==> config.mk <==
export PLATFORM = sky130hd
export DESIGN_NAME = fft_mem_sequencer
export DESIGN_NICKNAME = d
export VERILOG_FILES = /design/src/rtl/fft_mem_sequencer.sv
export SDC_FILE = /design/constraint.sdc
export NUM_CORES = 1
export LEC_CHECK = 0
export ABC_AREA = 1
export BUFFER_PORTS_ARGS = -buffer_cell sky130_fd_sc_hd__buf_2
export CAP_MARGIN = 5
export CORE_MARGIN = 2
export CORE_UTILIZATION = 46
export CTS_CLUSTER_SIZE = 14
export DETAILED_ROUTE_END_ITERATION = 12
export GPL_TIMING_DRIVEN = 0
export HOLD_SLACK_MARGIN = 0.12
export PLACE_DENSITY = 0.81
export SLEW_MARGIN = 25
export SYNTH_ARGS = -nofsm -noshare
export SYNTH_HDL_FRONTEND = slang
export SYNTH_SLANG_ARGS = --single-unit
export TNS_END_PERCENT = 100
==> constraint.sdc <==
create_clock -name clk -period 2.65 [get_ports clk]
set_input_delay 0.3975 -clock clk [delete_from_list [all_inputs] [get_ports clk]]
set_output_delay 0.3975 -clock clk [all_outputs]
set_load 0.01 [all_outputs]
==> src/rtl/fft_mem_sequencer.sv <==
// Frame controller for the FFT working memory: bit-reversed load, per-stage
// butterfly address generation, natural-order unload, and the memory port mux.
module fft_mem_sequencer #(
  parameter int LOG2N = 8,
  parameter int DW    = 32
) (
  input  logic             clk,
  input  logic             rst_n,
  input  logic             start,
  output logic             busy,
  output logic             done,
  input  logic             in_valid,
  output logic             in_ready,
  input  logic [DW-1:0]    in_data,
  output logic             out_valid,
  input  logic             out_ready,
  output logic [DW-1:0]    out_data,
  output logic             bf_req,
  input  logic             bf_ack,
  output logic [LOG2N-1:0] bf_addr_a,
  output logic [LOG2N-1:0] bf_addr_b,
  output logic [LOG2N-2:0] bf_tw_idx,
  input  logic             bf_mem_wr_en,
  input  logic [LOG2N-1:0] bf_mem_wr_addr,
  input  logic [DW-1:0]    bf_mem_wr_data,
  input  logic             bf_mem_rd_en,
  input  logic [LOG2N-1:0] bf_mem_rd_addr,
  output logic             mem_wr_en,
  output logic [LOG2N-1:0] mem_wr_addr,
  output logic [DW-1:0]    mem_wr_data,
  output logic             mem_rd_en,
  output logic [LOG2N-1:0] mem_rd_addr,
  input  logic [DW-1:0]    mem_rd_data
);

  // state   | meaning
  // IDLE    | waiting for start
  // LOAD    | accepting N input samples, written at bit-reversed addresses
  // COMPUTE | butterfly unit owns the memory port, LOG2N stages of N/2 pairs
  // UNLOAD  | reading memory in natural order to the output stream
  typedef enum logic [1:0] {IDLE, LOAD, COMPUTE, UNLOAD} state_t;

  localparam int SW = (LOG2N > 1) ? $clog2(LOG2N) : 1;
  localparam logic [LOG2N-1:0] CNT_LAST   = {LOG2N{1'b1}};
  localparam logic [LOG2N-2:0] BFLY_LAST  = {(LOG2N-1){1'b1}};
  localparam logic [SW-1:0]    STAGE_LAST = SW'(LOG2N-1);

  state_t           state, state_nxt;
  logic [LOG2N-1:0] cnt, cnt_nxt;
  logic [SW-1:0]    stage, stage_nxt;
  logic [LOG2N-2:0] bfly, bfly_nxt;
  logic             req_nxt;
  logic             rd_pend, rd_pend_nxt;
  logic             out_valid_nxt;
  logic [DW-1:0]    out_data_nxt;

  logic [SW:0]      stage_p1;
  logic [SW-1:0]    tw_sh;
  logic [LOG2N-2:0] j_mask, j;
  logic [LOG2N-1:0] half, addr_a;
  logic [LOG2N-2:0] tw;

  function automatic logic [LOG2N-1:0] bitrev(input logic [LOG2N-1:0] v);
    logic [LOG2N-1:0] r;
    for (int i = 0; i < LOG2N; i++) r[i] = v[LOG2N-1-i];
    return r;
  endfunction

  // Pair address: insert a 0 at bit position 'stage' of the butterfly index.
  assign stage_p1 = {1'b0, stage} + 1'b1;
  assign tw_sh    = STAGE_LAST - stage;
  assign j_mask   = ((LOG2N-1)'(1) << stage) - 1'b1;
  assign j        = bfly & j_mask;
  assign half     = LOG2N'(1) << stage;
  assign addr_a   = (({1'b0, bfly} >> stage) << stage_p1) | {1'b0, j};
  assign tw       = j << tw_sh;

  assign bf_addr_a = bf_req ? addr_a : '0;
  assign bf_addr_b = bf_req ? (addr_a | half) : '0;
  assign bf_tw_idx = bf_req ? tw : '0;
  assign busy      = (state != IDLE);

  always_ff @(posedge clk or negedge rst_n) begin
    if (!rst_n) begin
      state     <= IDLE;
      cnt       <= '0;
      stage     <= '0;
      bfly      <= '0;
      bf_req    <= 1'b0;
      rd_pend   <= 1'b0;
      out_valid <= 1'b0;
      out_data  <= '0;
    end else begin
      state     <= state_nxt;
      cnt       <= cnt_nxt;
      stage     <= stage_nxt;
      bfly      <= bfly_nxt;
      bf_req    <= req_nxt;
      rd_pend   <= rd_pend_nxt;
      out_valid <= out_valid_nxt;
      out_data  <= out_data_nxt;
    end
  end

  always_comb begin
    state_nxt     = state;
    cnt_nxt       = cnt;
    stage_nxt     = stage;
    bfly_nxt      = bfly;
    req_nxt       = bf_req;
    rd_pend_nxt   = 1'b0;
    out_valid_nxt = out_valid;
    out_data_nxt  = out_data;
    in_ready      = 1'b0;
    done          = 1'b0;
    mem_wr_en     = 1'b0;
    mem_wr_addr   = '0;
    mem_wr_data   = '0;
    mem_rd_en     = 1'b0;
    mem_rd_addr   = '0;
    case (state)
      IDLE: begin
        if (start) state_nxt = LOAD;
      end
      LOAD: begin
        in_ready = 1'b1;
        if (in_valid) begin
          mem_wr_en   = 1'b1;
          mem_wr_addr = bitrev(cnt);
          mem_wr_data = in_data;
          cnt_nxt     = cnt + 1'b1;
          if (cnt == CNT_LAST) state_nxt = COMPUTE;
        end
      end
      COMPUTE: begin
        mem_wr_en   = bf_mem_wr_en;
        mem_wr_addr = bf_mem_wr_addr;
        mem_wr_data = bf_mem_wr_data;
        mem_rd_en   = bf_mem_rd_en;
        mem_rd_addr = bf_mem_rd_addr;
        if (!bf_req) begin
          req_nxt = 1'b1;
        end else if (bf_ack) begin
          req_nxt = 1'b0;
          if (bfly == BFLY_LAST) begin
            bfly_nxt = '0;
            if (stage == STAGE_LAST) begin
              stage_nxt = '0;
              state_nxt = UNLOAD;
            end else begin
              stage_nxt = stage + 1'b1;
            end
          end else begin
            bfly_nxt = bfly + 1'b1;
          end
        end
      end
      UNLOAD: begin
        if (rd_pend) begin
          out_valid_nxt = 1'b1;
          out_data_nxt  = mem_rd_data;
        end
        if (out_valid && out_ready) begin
          out_valid_nxt = 1'b0;
          cnt_nxt       = cnt + 1'b1;
          if (cnt == CNT_LAST) begin
            done      = 1'b1;
            state_nxt = IDLE;
          end
        end
        // Prefetch the next word in the accept cycle to sustain 1 word / 2 cycles.
        if (!rd_pend && (!out_valid || (out_ready && cnt != CNT_LAST))) begin
          mem_rd_en   = 1'b1;
          mem_rd_addr = out_valid ? cnt + 1'b1 : cnt;
          rd_pend_nxt = 1'b1;
        end
      end
      default: state_nxt = IDLE;
    endcase
  end

endmodule

== Yosys cells after proc, flatten, opt, wreduce, memory -nomap -nowiden ==
Index checks and enable logic that the tools add are counted.

* Bits in registers: 55
* Input bits: 120
* Output and inout bits: 110
* Logic and storage cells: 92

* Add/subtract/negate cells: 6
* Equality and inequality tests: 16
* Shift operators: 5
* Multiplexer cells: 38
* Bitwise gates (word level): 3
* Reduce and logical (&&, ||, !) cells: 16

{| class="wikitable"
|+ Operators by type and width
! operator !! number
|-
| 32-bit one-hot mux with 2 select lines || 1
|-
| 8-bit two-way mux || 7
|-
| 8-bit one-hot mux with 2 select lines || 3
|-
| 32-bit two-way mux || 1
|-
| 2-bit two-way mux || 9
|-
| 2-bit inequality test, second input constant || 9
|-
| 7-bit two-way mux || 2
|-
| 1-bit two-way mux || 11
|-
| 9-bit AND reduction || 1
|-
| 8-bit by 1-bit adder with 8-bit output, second input constant || 1
|-
| 8-bit equality test, second input constant || 1
|-
| 8-bit inequality test, second input constant || 1
|-
| 8-bit by 7-bit bitwise OR with 8-bit output || 1
|-
| 8-bit bitwise OR || 1
|-
| 2-bit one-hot mux with 4 select lines || 1
|-
| 1-bit by 3-bit left shift with 8-bit output, first input constant || 1
|-
| 8-bit by 4-bit left shift with 8-bit output || 1
|-
| 7-bit by 3-bit right shift with 8-bit output || 1
|-
| 7-bit by 1-bit adder with 7-bit output, second input constant || 1
|-
| 7-bit AND || 1
|-
| 7-bit equality test, second input constant || 1
|-
| 1-bit by 3-bit left shift with 7-bit output, first input constant || 1
|-
| 7-bit by 3-bit left shift with 7-bit output || 1
|-
| 7-bit by 1-bit subtractor with 7-bit output, second input constant || 1
|-
| other kinds (16) || 25
|}

== Logic depth before layout (Yosys ltp) ==
* Depth in word-level cells: 6
* Depth in mapped cells: 15
* Gate-level depth less buffers: 14

== Worst setup path before layout ==
No wires, ideal clock.

* Path type: reg2out
* Start: register stage[0]
* End: output bf_tw_idx[5]
* Arrival time: 2.121 ns
* Data required time: 2.253 ns
* Setup slack: 0.131 ns
* Cell stages (with the launch flop): 13
* Buffers on the path: 1
* Cell sequence: dfrtp_1 -> inv_2 -> buf_2 -> ha_1 -> nand2_4 -> ha_1 -> nor2_1 -> nor2_1 -> a21oi_1 -> nand2_1 -> a21oi_1 -> nand2_1 -> a21oi_1

* Cells in the longest elaborated chain, start to end: 5
* Elaborated cells between the ends (all ways): 6
* Those cells by class: add/sub (2); shift (2); mux (1); bitwise (1)

{| class="wikitable"
|+ RTL lines
! element !! line !! text
|-
| start: declaration || 50 || <nowiki>logic [SW-1:0] stage, stage_nxt;</nowiki>
|-
| start signal: assignment || 96 || <nowiki>stage <= stage_nxt;</nowiki>
|-
| 1-bit by 3-bit left shift with 7-bit output || 72 || <nowiki>assign j_mask = ((LOG2N-1)'(1) << stage) - 1'b1;</nowiki>
|-
| 7-bit by 1-bit subtractor with 7-bit output || 72 ||
|-
| 7-bit AND || 73 || <nowiki>assign j = bfly & j_mask;</nowiki>
|-
| 7-bit by 3-bit left shift with 7-bit output (*) || 76 || <nowiki>assign tw = j << tw_sh;</nowiki>
|-
| 7-bit two-way mux (*) || 80 || <nowiki>assign bf_tw_idx = bf_req ? tw : '0;</nowiki>
|-
| end: declaration || 22 || <nowiki>output logic [LOG2N-2:0] bf_tw_idx,</nowiki>
|}

Mark *: on every way between the ends. The rest lies on a longest branch, timed or not.

== Worst setup path after layout ==
* Start: register stage[1]
* End: output bf_tw_idx[6]

Same word-level chain as after synthesis.

==> flow_summary.toml <==
[routing]
routed_wl_um = 14600
ant_nets = 0
wl_per_cell_um = 14.2
via_per_inst = 5.28
drc = 0
drt_first_iter_violations = 336
first_pass_iters = 5
vias = 5420

[power_and_ir_drop]
pwr-share-clk = 0.093
cellInternalPower_uw = 2620
power_density_mw_per_mm2 = 883
p_switching_uw = 2620
ir_worst_vdd_mv = 0.499
pwr-share-seq = 0.278
p_leak_uw = 0.00327
pwr-share-comb = 0.629
switching_share = 0.500

[worst_setup_path]
cp.required_ns = 2.25
worstPathMaxFanout = 3
r2r_start = "state[1]$_DFFE_PN0P_"
endpoint_kind = "primary output"
cp_slowest_stage_delay_ns = 0.45
cp_data_arrival_time_ns = 2.24
slowest_stage = "dfrtp_2"
worstSetupPathType = "register to primary output"
start_kind = "register"
crit_start = "stage[1]$_DFFE_PN0P_"
crit_chain = "buf_6, ha_4, ha_4, inv_2, nand4_1, buf_4, nand2_4, nand3_2, nand3_1, nand3_2, a21oi_2, buf_2"

[finish]
layout-drive-gt1-share = 0.349
fin_nets = 1052
stdcell_area_mm2 = 0.00594
fillers = 828
num_antenna_cells = 0
final_core_util = 0.675
finalNonFillerCells = 1027
areaGrowthSynthToFinish_pct = 41.2

[synthesis]
seq_area_frac_synth = 0.327
synth.area.top_cells = "dfrtp_1, nand2_1, nand3_1, a21oi_1, ha_1"
syn_avg_cell_area_um2 = 6.36
ys_ff_latch = 55
synthCells = 662
synth_most_common_cell = "nand2_1"
syn_area_mm2 = 0.00421
synth_top_area_frac = 0.327
synth.distinct_cells = 32
async_reset_ff_frac = 1.00
synth_nets = 796
synth-edff-count = 0
ys_warn_count = 0
synth_top_area_cell = "dfrtp_1"
synth_commonest_cells = "nand2_1, nand3_1, a21oi_1"
synth_flop_cell = "dfrtp_1"

[die]
die_x_um = 99.6
rows = 34
start_util = 0.478
io_pins = 230
fp.dieH_um = 99.6
core-area_mm2 = 0.00881
die_area_mm2 = 0.00993

[place]
io_buffers = 228
place_hpwl_um = 10900
dp_cells = 998
place.gp.congestion = 0.943
placed_area_mm2 = 0.00549

[global_routing]
grt_usage = 0.275
antenna_found_initial = 0
grt_pass1_wl_um = 22500
grt_overflow = 0
grt_max_degree = 56
grt_pass1_vias = 4721

[sta]
slew_headroom = 0.554
finalCritPeriodShare = 0.995
finalMaxSlewViolations = 0
fmax_mhz = 379
setup_tns_ns = 0
rsz0062_at_grt = "yes"
clock_skew_ns = 0.00895
setup_viol = 0
finalHoldViolCount = 0
min_period_ns = 2.64
worstMarginPinSlew_ns = 0.670

[clocking]
clockBufferDepth = 2
ctsRootBufferMaster = "clkbuf_8"
numClockSinks = 55
cts.clk_slew.worst_paths_ns = 0.10
cts_hold_buf = 0
cts_max_level = 2
clock_latency_ns = 0.31
cts-buffers-inserted = 5
cts_tree = "yes"

[run]
cap_violations = 0

[outcome]
status = "completed"

[hold_path]
hold_class = "input pin to async pin"
-- state kept, by name, summed over array words and instances, names as in the netlist --
name       cells
out_data      32
rd_pend        1
bf_req         1
state          2
out_valid      1
cnt            8
bfly           7
stage          3
-- layout make-up --
class	count	area, um2	share of cell area
Multi-Input combinational cell	524	2640	0.444
Sequential cell	55	1380	0.232
Timing Repair Buffer	251	1340	0.225
Buffer	39	183	0.0307
Inverter	41	164	0.0276
Tap cell	108	135	0.0227
Clock buffer	5	68.8	0.0116
Clock inverter	3	27.5	0.00463
Timing Repair inverter	1	7.51	0.00126
-- kinds of logic after synthesis --
| logic type | Yosys count | synth area share |
|---|---|---|
| flip-flops | 55 | 0.327 |
| buffers and inverters | 83 | 0.0815 |
| AND/OR/NAND/NOR | 403 | 0.407 |
| adder cells (fa/ha/maj) | 14 | 0.0416 |
| XOR/XNOR | 9 | 0.0187 |
| AO/OA/AOI/OAI | 98 | 0.124 |
-- power groups by stage --
stage | combinational, uW | clock, uW | sequential (uW)
6_report | 3300 | 486 | 1460
5_1_grt | 3660 | 532 | 1510
2_1_floorplan | 1850 | 0 | 1540
3_5_place_dp | 3160 | 0 | 1460
4_1_cts | 3200 | 501 | 1460
3_3_place_gp | 3100 | 0 | 1460
-- path summary, 6_finish.rpt --
path / endpoint / cells after the start / slack [ns]
worst max-delay path: bf_tw_idx[6] / 12 / 0.01
worst min-delay path: out_data[26]$_DFFE_PN0P_ / 1 / 0.11
worst max register to register: cnt[4]$_DFFE_PN0P_ / 7 / 0.76
worst min register to register: out_data[17]$_DFFE_PN0P_ / 2 / 0.48
max in group asynchronous: stage[0]$_DFFE_PN0P_ / 1 / 2.05
min in group clk: out_data[28]$_DFFE_PN0P_ / 3 / 0.27
-- through the flow --
step	setup slack (ns)	hold WS, ns	power (uW)
after floorplan	0.131	0.102	3390
after global placement	-0.255	0.456	4570
after CTS	0.00337	0.135	5160
after global routing	-0.103	0.174	5700
after detailed placement	-0.271	0.461	4620
final	0.0138	0.112	5250
-- per-layer routing --
| metal | GRT usage | part of all wire |
|---|---|---|
| met1 | 0.409 | 0.44 |
| met2 | 0.422 | 0.47 |
| met3 | 0.0415 | 0.083 |
| met4 | 0.0632 | 0.010 |
| met5 | 0 | 0 |
-- critical path: cells and delay by family, from the launching register on --
kind / cells / cell delay [ns]
buf+inv: 4 / 0.54
simple gates: 5 / 0.49
flops: 1 / 0.45
fa+ha+maj: 2 / 0.34
compound gates: 1 / 0.13
-- what timing repair did --
item	in CTS	in global routing
setup buffers	11	12
setup endpoints to repair	20	55
pin swaps	4	22
endpoints found under the hold margin	0	0
resized for setup	22	34
cloned	1	0
-- cells in the final DEF (no fill, tap or decap), types with 2 or more instances in the layout --
cell type	synthesis	layout
buf_2	11	235
nor2_4	2	3
nand2_4	2	4
o21ai_0	11	9
buf_6	1	4
nand4_1	11	11
ha_1	14	7
ha_2	0	2
a31oi_1	2	2
buf_4	2	23
o211ai_1	6	6
buf_1	6	6
a21oi_2	1	5
clkbuf_8	0	5
xor2_1	5	5
nand2_1	265	260
nor3_1	6	6
a21oi_1	57	53
nand3_2	3	6
clkbuf_2	0	3
inv_1	35	33
xnor2_1	4	4
ha_4	0	5
clkbuf_1	22	18
dfrtp_2	0	3
o21ai_2	0	2
nand2_2	2	5
o21ai_1	18	18
clkinvlp_4	0	2
inv_4	1	2
inv_2	5	5
nor2_1	26	24
dfrtp_1	55	52
nand3_1	84	80
No activity file was read; power rests on OpenSTA's default activity.
